$ cat config.mk
export PLATFORM = sky130hd
export DESIGN_NAME = seg7_byte_decoder
export DESIGN_NICKNAME = d
export VERILOG_FILES = /design/src/rtl/seg7_byte_decoder.sv
export SDC_FILE = /design/constraint.sdc
export NUM_CORES = 1
export LEC_CHECK = 0
export BUFFER_PORTS_ARGS = -buffer_cell sky130_fd_sc_hd__buf_2
export CELL_PAD_IN_SITES_DETAIL_PLACEMENT = 1
export CELL_PAD_IN_SITES_GLOBAL_PLACEMENT = 1
export CORE_MARGIN = 1
export CORE_UTILIZATION = 46
export DETAILED_ROUTE_END_ITERATION = 10
export PLACE_DENSITY_LB_ADDON = 0.3
export SYNTH_ARGS = -nofsm -noshare
export SYNTH_HDL_FRONTEND = slang
export SYNTH_SLANG_ARGS = --single-unit
$ cat constraint.sdc
create_clock -name clock -period 2.6 [get_ports clock]
set_input_delay 0.26 -clock clock [delete_from_list [all_inputs] [get_ports clock]]
set_output_delay 0.26 -clock clock [all_outputs]
set_load 0.01 [all_outputs]
$ cat src/rtl/seg7_byte_decoder.sv
// Decodes a stream of active-low 7-segment digits back to nibbles and pairs them into bytes.
// Optional macro SEG7_BLANK_AS_ZERO_EN: the all-off pattern 1111111 decodes as 0.
module seg7_byte_decoder #(
  parameter int unsigned TIMEOUT = 255,
  parameter int unsigned CNT_W   = 8
) (
  input  logic         clock,
  input  logic         reset,
  input  logic [0:6]   seg_i,
  input  logic         seg_valid_i,
  output logic [7:0]   byte_o,
  output logic         byte_valid_o,
  output logic         digit_err_o,
  output logic         timeout_o,
  output logic         busy_o
);

  localparam logic [0:0] StWaitLo = 1'b0;
  localparam logic [0:0] StWaitHi = 1'b1;

  localparam bit TimeoutEn = (TIMEOUT != 0);
  localparam logic [CNT_W-1:0] CntLast = (TIMEOUT == 0) ? '0 : CNT_W'(TIMEOUT - 1);

  logic [0:0]       state_q, state_d;
  logic [3:0]       lo_q, lo_d;
  logic [CNT_W-1:0] cnt_q, cnt_d;
  logic [7:0]       byte_q, byte_d;
  logic             byte_valid_q, byte_valid_d;
  logic             digit_err_q, digit_err_d;
  logic             timeout_q, timeout_d;

  logic [3:0] nib;
  logic       nib_ok;

  // Leftmost literal bit is seg_i[0] (segment a).
  always_comb begin
    nib    = 4'h0;
    nib_ok = 1'b1;
    case (seg_i)
      7'b0000001: nib = 4'h0;
      7'b1001111: nib = 4'h1;
      7'b0010010: nib = 4'h2;
      7'b0000110: nib = 4'h3;
      7'b1001100: nib = 4'h4;
      7'b0100100: nib = 4'h5;
      7'b0100000: nib = 4'h6;
      7'b0001111: nib = 4'h7;
      7'b0000000: nib = 4'h8;
      7'b0000100: nib = 4'h9;
      7'b0001000: nib = 4'hA;
      7'b1100000: nib = 4'hB;
      7'b0110001: nib = 4'hC;
      7'b1000010: nib = 4'hD;
      7'b0110000: nib = 4'hE;
      7'b0111000: nib = 4'hF;
`ifdef SEG7_BLANK_AS_ZERO_EN
      7'b1111111: nib = 4'h0;
`endif
      default:    nib_ok = 1'b0;
    endcase
  end

  always_comb begin
    state_d      = state_q;
    lo_d         = lo_q;
    cnt_d        = cnt_q;
    byte_d       = byte_q;
    byte_valid_d = 1'b0;
    digit_err_d  = 1'b0;
    timeout_d    = 1'b0;
    case (state_q)
      StWaitLo: begin
        if (seg_valid_i) begin
          if (nib_ok) begin
            lo_d    = nib;
            cnt_d   = '0;
            state_d = StWaitHi;
          end else begin
            digit_err_d = 1'b1;
          end
        end
      end
      StWaitHi: begin
        // A strobe on the timeout cycle takes priority over the timeout.
        if (seg_valid_i) begin
          state_d = StWaitLo;
          lo_d    = 4'h0;
          cnt_d   = '0;
          if (nib_ok) begin
            byte_d       = {nib, lo_q};
            byte_valid_d = 1'b1;
          end else begin
            digit_err_d = 1'b1;
          end
        end else if (TimeoutEn && (cnt_q == CntLast)) begin
          timeout_d = 1'b1;
          state_d   = StWaitLo;
          lo_d      = 4'h0;
          cnt_d     = '0;
        end else if (cnt_q != {CNT_W{1'b1}}) begin
          cnt_d = cnt_q + CNT_W'(1);
        end
      end
      default: state_d = StWaitLo;
    endcase
  end

  always_ff @(posedge clock or negedge reset) begin
    if (!reset) begin
      state_q      <= StWaitLo;
      lo_q         <= 4'h0;
      cnt_q        <= '0;
      byte_q       <= 8'h00;
      byte_valid_q <= 1'b0;
      digit_err_q  <= 1'b0;
      timeout_q    <= 1'b0;
    end else begin
      state_q      <= state_d;
      lo_q         <= lo_d;
      cnt_q        <= cnt_d;
      byte_q       <= byte_d;
      byte_valid_q <= byte_valid_d;
      digit_err_q  <= digit_err_d;
      timeout_q    <= timeout_d;
    end
  end

  assign byte_o       = byte_q;
  assign byte_valid_o = byte_valid_q;
  assign digit_err_o  = digit_err_q;
  assign timeout_o    = timeout_q;
  assign busy_o       = (state_q == StWaitHi);

endmodule

# --- Yosys cells after proc, flatten, opt, wreduce, memory -nomap -nowiden ---
# Index checks and enable logic that the tools add are counted.
word_totals:
  regBits: 24
  latchBits: 0
  ramBits: 0
  romBits: 0
  inputBits: 10
  output_inout_bits: 12
  elab_cells: 59
  n_memories: 0
classes:
  n_addsub: 1
  n_mul: 0
  n_div: 0
  magnitude_cmp: 0
  eq_ne: 21
  shifts: 0
  n_mux: 24
  n_bitwise: 1
  reduce_logical: 5
ops:
  columns: ["cell", "count"]
  rows:
  - ["one-hot mux 4 bit (15 select lines)", 1]
  - ["two-way mux 8 bit", 5]
  - ["== test 7 x 6 -> 1 bit, second input constant", 5]
  - ["== test 7 bit, second input constant", 4]
  - ["two-way mux 4 bit", 4]
  - ["one-hot mux 8 bit (2 select lines)", 1]
  - ["OR reduction 16 bit", 1]
  - ["== test 7 x 3 -> 1 bit, second input constant", 2]
  - ["== test 7 x 4 -> 1 bit, second input constant", 2]
  - ["two-way mux 1 bit", 11]
  - ["AND reduction 3 bit", 3]
  - ["adder 8 x 1 -> 8 bit, second input constant", 1]
  - ["== test 8 bit, second input constant", 1]
  - ["inequality test 8 bit, second input constant", 1]
  - ["one-hot mux 4 bit (2 select lines)", 1]
  - ["== test 7 x 1 -> 1 bit, second input constant", 1]
  - ["== test 7 x 5 -> 1 bit, second input constant", 1]
  - ["logical NOT 7 bit", 1]
  - ["inequality test 2 bit, second input constant", 2]
  - ["inequality test 4 x 2 -> 1 bit, second input constant", 1]
  - ["inequality test 3 x 2 -> 1 bit, second input constant", 1]
  - ["one-hot mux 1 bit (2 select lines)", 1]
  - ["inverter 1 bit", 1]

# --- Longest topological paths before layout ---
# Gate-level depths: netlist of the first run.
depth:
  depth_word: 6
  mapped_depth: 6

# --- Worst setup path after synthesis of the first run ---
# No wires, ideal clock.
synth_path:
  path_type: "in2reg"
  startpoint: "input seg_i[6] in the netlist's numbering"
  endpoint: "register byte_q[0], in the netlist byte_o[0]"
  arrival_time_ns: 1.685
  required_ns: 2.475
  setup_slack_ns: 0.790
  cell_stages: 5
  path_buffers: 0
  cell_sequence: "or2_0 o32a_1 o21a_1 a31oi_4 mux2_2"
synth_between:
  elab_chain_len: 4
  elab_cells_between_ends: 19
synth_rtl:
  columns: ["item", "line_no", "rtl"]
  rows:
  - ["from (decl)", "9", "input logic [0:6] seg_i,"]
  - ["== test 7 x 6 -> 1 bit, or another cell as far along", "39", "case (seg_i)"]
  - ["OR reduction 16 bit (no source line) (*)", null, null]
  - ["two-way mux 1 bit (*)", "39", null]
  - ["AND reduction 3 bit (no source line) (*)", null, null]
  - ["to (signal assigned)", "121", "byte_q <= byte_d;"]
  - ["to (decl)", "27", "logic [7:0] byte_q, byte_d;"]
# Mark *: on every way between the ends. The rest lies on a longest branch, timed or not.
# A chain may end at the register's enable or synchronous reset.

# --- Final worst setup path of the first run ---
layout_path:
  startpoint: "register cnt_q[3]"
  endpoint: "register cnt_q[5]"
layout_between:
  elab_chain_len: 5
  elab_cells_between_ends: 9
layout_rtl:
  columns: ["item", "line_no", "rtl"]
  rows:
  - ["from (decl)", "26", "logic [CNT_W-1:0] cnt_q, cnt_d;"]
  - ["from (signal assigned)", "120", "cnt_q <= cnt_d;"]
  - ["adder 8 x 1 -> 8 bit", "101", "cnt_d = cnt_q + CNT_W'(1);"]
  - ["two-way mux 8 bit", "100", "end else if (cnt_q != {CNT_W{1'b1}}) begin"]
  - ["two-way mux 8 bit", "95", "end else if (TimeoutEn && (cnt_q == CntLast)) begin"]
  - ["two-way mux 8 bit", "85", "if (seg_valid_i) begin"]
  - ["one-hot mux 8 bit (2 select lines)", "71", "case (state_q)"]
# Parallel ways exist; a longest one is shown, timed or not. The select of a mux whose other input is x is not followed.

==> results by group, run 1 <==
Critical path
  • Crit path DAT: 2.12 ns
  • Max incr delay on CP: 0.51 ns
  • CP cell instances: and4_1 > nand3_1 > o21ai_1 > nor3_1 > a211o_1
  • CP top delay family: compound AO/OA/AOI/OAI gates
  • CP Launch Type: register
  • Worst path buffer plus inverter count: 0
  • Slowest CP cell: o21ai_1
  • Endpoint class of the critical path: register
  • Worst EP required: ~2.8 ns
  • Worst-path fanout max: 8
  • WS Path Type: reg2reg

Global route
  • Largest net degree at the start of global routing: 25
  • Antenna violations before repair: 0
  • Global-route wire length before repair: about 6700 um
  • Tot GR Track Use: 0.259
  • Vias in the first global route: about 1400
  • Remaining global-route overflow: 0

Finish
  • Antenna cells: 0
  • Final core utilization: 0.552
  • Share of post-route cells with drive strength above 1: 0.205
  • Fin nets: 198
  • Commonest cells after routing, fill and taps aside: dfrtp_1, buf_2, nand2_1
  • Final Non-Filler Cells: between 200 and 250
  • Commonest non-fill, non-tap cell in the layout: dfrtp_1
  • Area grow syn2layout: 12.4%

Logic synthesis
  • Share of Yosys cell area claimed by the top area cell type: 0.394
  • Post-synthesis sequential area ratio: 0.394
  • Syn Area/Cell: ~9.2 sq um
  • Synth top area cells: dfrtp_1, mux2_2, o21ai_0, nand2_1, nor2_1
  • Ys async rst share: 1.00
  • Synth Register Bits: 24
  • Post-synth EDFFs: 0
  • Post-synth top flop: dfrtp_1
  • Netlist Area Pre-Place: 0.00152 sq mm
  • Distinct cells, synth: 46
  • Yosys top cell by area: dfrtp_1
  • Synthesized net count: approximately 180
  • Synth warn: 0
  • Mapped Cells: about 170

Pwr
  • Peak supply drop: approximately 0.00037 V
  • Power per cell area: approximately 570 mW/mm^2
  • Lkg Pwr: a little under 0.8 nW

STA
  • Crit path time final: about 1.9 ns
  • TNS Setup: 0 ns
  • Clock skew: approximately 0.0043 ns
  • Worst rel slew slack: 0.617
  • Max Clk Rate: 528 MHz
  • Unrepaired setup endpoints after global routing: no
  • Final setup fails: 0
  • Worst setup margin: between 0.7 and 0.8 ns
  • Fin Hold WS: about 0.33 ns
  • Worst Max-Slew Pin Slew: about 0.57 ns
  • Slew Viols, Final: 0
  • Final hold viol count: 0
  • Crit share post-route: 0.729

Die
  • Initial Utilization: 0.491
  • Core area: ~0.0031 sq mm
  • Die area: 0.00355 sq mm
  • Die Width: 59.6 um
  • IO Pins: 22
  • Rows: 20
  • Die Span Y: between 50 and 60 um

Drt
  • 1st-iter DRT viols: 40
  • Pre-Repair DR Iteration Count: 4
  • Vias/cell: about 6.2
  • Via count: ~1400
  • DR WL/cell: 17.7 um
  • Routed WL: around 4000 um
  • Final ANT Viol Nets: 0
  • DRC violations left: 0

Placed design
  • RePlAce Congestion: 0.858
  • IO buf count: 21
  • Post-Place Cells: around 220
  • Dpl ws: just under 0.4 ns
  • HPWL Detailed: 3010 um

Run status
  • Status: finished, final reports clean

Clock network
  • Worst-path clk slew: approximately 0.14 ns
  • Clk sinks: 24
  • CTS tree: done
  • H-tree depth: 1
  • Clock Path Buffers: 2
  • CTS buffer count: 3
  • Clk_lat worst skew: about 0.33 ns
  • CTS Root Cell: clkbuf_4
  • Post_cts resized: 0

Run
  • Maxcap violations: 0

Min path
  • Worst Hold Class: in2reg
## per-layer routing
metal | vias to the layer above | wire length (um) | GRT usage
met5 | - | 0 | 0
met4 | 0 | 53 | 0.0831
met3 | 7 | 124 | 0.0502
met2 | 28 | 2010 | 0.408
met1 | 707 | 1870 | 0.359
li1 | 673 | - | -
## cell usage after synthesis (3+ instances only)
cell type / number
nor4_1: 5
nor4bb_1: 3
and3_1: 3
nor3b_1: 3
a22oi_1: 4
nand3_1: 7
nand4_1: 3
o21ai_0: 13
a211oi_1: 3
a21oi_1: 4
a21o_1: 4
a211o_1: 3
buf_2: 6
nor3_1: 7
inv_1: 4
nor2_1: 12
dfrtp_1: 24
nand2_1: 17
mux2_2: 7
## worst paths after layout
| path | start | end | slack (ns) | cells after the start |
|---|---|---|---|---|
| setup / recovery | cnt_q[3] | cnt_q[5] | 0.71 | 5 |
| hold / removal | seg_valid_i | byte_o[6] | 0.33 | 3 |
| setup reg to reg | cnt_q[3] | cnt_q[5] | 0.71 | 5 |
| hold reg to reg | byte_o[2] | byte_o[2] | 0.52 | 1 |
| max in group asynchronous | reset | byte_o[7] | 1.80 | 2 |
| min in group asynchronous | reset | cnt_q[6] | 0.44 | 2 |
## per-stage QoR
step                      area [sq um]  total power, W
final                             1710        0.000975
after global routing              1710         0.00103
after CTS                         1710        0.000979
after detailed placement          1650        0.000703
after global placement            1650        0.000687
after floorplan                   1520        0.000615
## cell families (layout without fill, tap and decap cells)
group | count (synthesis) | in the layout | share of synthesized area
mux | 7 | 7 | 0.0517
fa+ha+maj | 2 | 2 | 0.0164
compound gates | 44 | 44 | 0.213
xor+xnor | 1 | 1 | 0.00575
buf+inv | 11 | 30 | 0.0320
flops | 24 | 24 | 0.394
simple gates | 77 | 77 | 0.287
## tightest hold or removal path, stage by stage
cell and delay (ns):
buf_2 0.13, nand2_1 0.14, o21ai_0 0.09
## power breakdown
| group | switching (W) | internal [W] |
|---|---|---|
| logic | 0.000132 | 0.0000947 |
| registers | 0.0000473 | 0.000426 |
| clock network | 0.000119 | 0.000156 |
| total | 0.000298 | 0.000677 |
## repair_timing
action                    4_1_cts  5_1_grt
buffers inserted                0        0
hold endpoints to repair       24        0
hold buffers                    1        0
## state kept, by name, indices dropped and copies added, names as in the netlist
register and count:
busy_o 1, cnt_q 8, digit_err_o 1, lo_q 4, byte_valid_o 1, timeout_o 1, byte_o 8
## final cells by class
type	count	area, sq um
Tap cell	44	55.1
Inverter	4	15.0
Clock inverter	1	30.0
Multi-Input combinational cell	131	875
Fill cell	394	1390
Sequential cell	24	601
Timing Repair Buffer	22	115
Clock buffer	3	22.5
Power figures use the tool's default switching activity.
==> inputs of run 2 (changes only) <==
--- a/config.mk
+++ b/config.mk
@@ -5,11 +5,12 @@
 export SDC_FILE = /design/constraint.sdc
 export NUM_CORES = 1
 export LEC_CHECK = 0
+export ABC_AREA = 1
 export BUFFER_PORTS_ARGS = -buffer_cell sky130_fd_sc_hd__buf_2
 export CELL_PAD_IN_SITES_DETAIL_PLACEMENT = 1
 export CELL_PAD_IN_SITES_GLOBAL_PLACEMENT = 1
 export CORE_MARGIN = 1
-export CORE_UTILIZATION = 46
+export CORE_UTILIZATION = 41
 export DETAILED_ROUTE_END_ITERATION = 10
 export PLACE_DENSITY_LB_ADDON = 0.3
 export SYNTH_ARGS = -nofsm -noshare
==> constraint.sdc (replaced) <==
create_clock -name clock -period 1.99 [get_ports clock]
set_input_delay 0.199 -clock clock [delete_from_list [all_inputs] [get_ports clock]]
set_output_delay 0.199 -clock clock [all_outputs]
set_load 0.01 [all_outputs]
==> results by group, run 2 <==
Critical path
  • Max incr delay on CP: 0.46 ns (-0.05 ns)
  • Reg2Reg Depth: 7 (+2)
  • CP Launch Type: register
  • RR Startpoint: cnt_q[0]
  • WS Path Type: reg2reg
  • CP top delay family: simple AND/OR/NAND/NOR gates
  • Crit path launch: cnt_q[0]
  • Crit path DAT: 1.97 ns (-0.15 ns)
  • Reg2Reg Setup Slack: 0.23 ns (-0.48 ns)
  • Crit path depth: 7 (+2)
  • Worst-path fanout max: 8 (unchanged)
  • CP most frequent cell: nand2_1
  • Endpoint class of the critical path: register
  • Slowest CP cell: dfrtp_1
  • CP cell instances: ha_1 > nand2_1 > nor3_1 > nand3_2 > nand3_4 > nand2_1 > nand2_1
  • Worst path buffer plus inverter count: 0 (unchanged)
  • Worst EP required: 2.19 ns (-0.64 ns)
  • CP endpoint: cnt_q[0]
  • Worst R2R End: cnt_q[0]

Logic synthesis
  • Post-synthesis sequential area ratio: 0.387 (-0.00730)
  • Synth top area cells: dfrtp_1, nand2_1, nor2_1, nand2_2, nand4_1
  • Synth Register Bits: 24 (unchanged)
  • Share of Yosys cell area claimed by the top area cell type: 0.387 (-0.00730)
  • Ys async rst share: 1.00 (unchanged)
  • Netlist Area Pre-Place: 0.00155 sq mm (+1.9%)
  • Syn Area/Cell: 7.65 sq um (-17%)
  • Count leader, synth: nand2_1
  • Synth warn: 0 (unchanged)
  • Post-synth EDFFs: 0 (unchanged)
  • Yosys top cell by area: dfrtp_1
  • Mapped Cells: 203 (+22%)
  • Most instantiated cells after synthesis: nand2_1, dfrtp_1, nor2_1
  • Synthesized net count: 215 (+21%)
  • Distinct cells, synth: 23 (-50%)
  • Post-synth top flop: dfrtp_1

Pwr
  • Lkg Pwr: 0.954 nW (+22%)
  • Power per cell area: 553 mW/mm^2 (-2.9%)
  • Peak supply drop: 0.000217 V (-42%)

Clock network
  • Setup Fix Bufs, Post-CTS: 0 (unchanged)
  • H-tree depth: 1 (unchanged)
  • CTS Root Cell: clkbuf_8
  • Post_cts resized: 0 (unchanged)
  • Clk sinks: 24 (unchanged)
  • Clk_lat worst skew: 0.26 ns (-0.07 ns)
  • # hold bufs at CTS: 1 (unchanged)
  • CTS buffer count: 3 (unchanged)
  • CTS tree: done
  • Clock Path Buffers: 2 (unchanged)
  • Worst-path clk slew: 0.08 ns (-0.06 ns)

STA
  • Worst rel slew slack: 0.637 (+0.0202)
  • Max Clk Rate: 568 MHz (+7.6%)
  • Slew Viols, Final: 0 (unchanged)
  • Final hold viol count: 0 (unchanged)
  • TNS Setup: 0 ns (unchanged)
  • Final setup fails: 0 (unchanged)
  • Fin Hold WS: 0.254 ns (-0.0797 ns)
  • Crit share post-route: 0.885 (+0.156)
  • Crit path time final: 1.76 ns (-0.134 ns)
  • Clock skew: 0.00254 ns (-0.00172 ns)
  • Unrepaired setup endpoints after global routing: no
  • Worst Max-Slew Pin Slew: 0.544 ns (-0.0265 ns)

Drt
  • DR WL/cell: 13.9 um (-22%)
  • Vias/cell: 5.12 (-17%)
  • 1st-iter DRT viols: 74 (+85%)
  • Routed WL: 3790 um (-6.5%)
  • DRC violations left: 0 (unchanged)
  • Pre-Repair DR Iteration Count: 4 (unchanged)
  • Final ANT Viol Nets: 0 (unchanged)
  • Via count: 1398 (-1.2%)

Global route
  • Global-route wire length before repair: 6580 um (-2.5%)
  • Tot GR Track Use: 0.206 (-0.0535)
  • Remaining global-route overflow: 0 (unchanged)
  • Antenna violations before repair: 0 (unchanged)
  • Vias in the first global route: 1471 (+7.7%)
  • Largest net degree at the start of global routing: 25 (unchanged)

Placed design
  • RePlAce Congestion: 0.911 (+6.3%)
  • IO buf count: 21 (unchanged)
  • Placed cell area: 0.00171 sq mm (+3.6%)
  • HPWL Detailed: 2970 um (-1.3%)

Die
  • IO Pins: 22 (unchanged)
  • Rows: 21 (+5.0%)
  • Die Width: 63.5 um (+6.7%)
  • Initial Utilization: 0.448 (-0.0434)
  • Core area: 0.00347 sq mm (+12%)
  • Die area: 0.00404 sq mm (+14%)
  • Die Span Y: 63.5 um (+6.7%)

Finish
  • Share of post-route cells with drive strength above 1: 0.317 (+0.112)
  • Multi-input gate area: 875 sq um (unchanged)
  • Sequential cell area: 601 sq um (unchanged)
  • Area grow syn2layout: 13.5%
  • Commonest non-fill, non-tap cell in the layout: nand2_1
  • Antenna cells: 0 (unchanged)
  • Fillers: 468 (+19%)
  • Commonest cells after routing, fill and taps aside: nand2_1, dfrtp_1, nor2_1
  • Fin nets: 241 (+22%)
  • Final instance area: 0.00176 sq mm (+2.8%)

Run
  • Maxcap violations: 0 (unchanged)

Min path
  • Worst Hold Class: in2reg

Run status
  • Status: finished, final reports clean
==> run 2: cell families after synthesis <==
family | Yosys count | synth area share
adders and majority gates | 2 | 0.0161
AOI/OAI and AO/OA | 8 | 0.0274
DFF | 24 | 0.387
buffers and inverters | 19 | 0.0500
xor gates and xnor gates | 3 | 0.0169
and+or+nand+nor | 147 | 0.503
==> run 2: routing by layer <==
metal / share of wire / vias up / GRT usage
li1: - / 695 / -
met5: 0 / - / 0
met4: 0.022 / 0 / 0.0710
met1: 0.44 / 669 / 0.246
met2: 0.51 / 25 / 0.371
met3: 0.028 / 9 / 0.0290
==> run 2: how the worst min path moves through the flow <==
stage,start,to,slack (ns),depth (start not counted)
after floorplan,reset,busy_o,-0.1,0
after global placement,reset,byte_o[0],0.20,1
after detailed placement,reset,lo_q[0],0.21,1
after CTS,seg_valid_i,timeout_o,0.25,2
after global routing,seg_valid_i,timeout_o,0.28,2
final,seg_valid_i,timeout_o,0.25,2
==> run 2: area by class of cell <==
cell class / count / share of cell area
multi-input cells: 160 / 0.496
flip-flops and latches: 24 / 0.341
repair buffers: 22 / 0.0653
inverters: 18 / 0.0412
well taps: 46 / 0.0327
clock buffers: 3 / 0.0234
==> run 2: power breakdown <==
group	leakage [nW]	internal (W)	switching, W
clock network	0.0216	0.000135	0.000146
registers	0.331	0.000510	0.0000182
logic	0.601	0.0000501	0.000115
==> run 2: per-stage QoR <==
step                utilization  total power (W)  setup WS [ns]  cells
CTS                       0.508         0.000977          0.230    273
floorplan                     -         0.000637          0.570    203
global placement          0.493         0.000690          0.418    269
global route              0.508          0.00102         0.0330    273
finish                    0.508         0.000974          0.229    273
detailed placement        0.493         0.000701          0.275    269
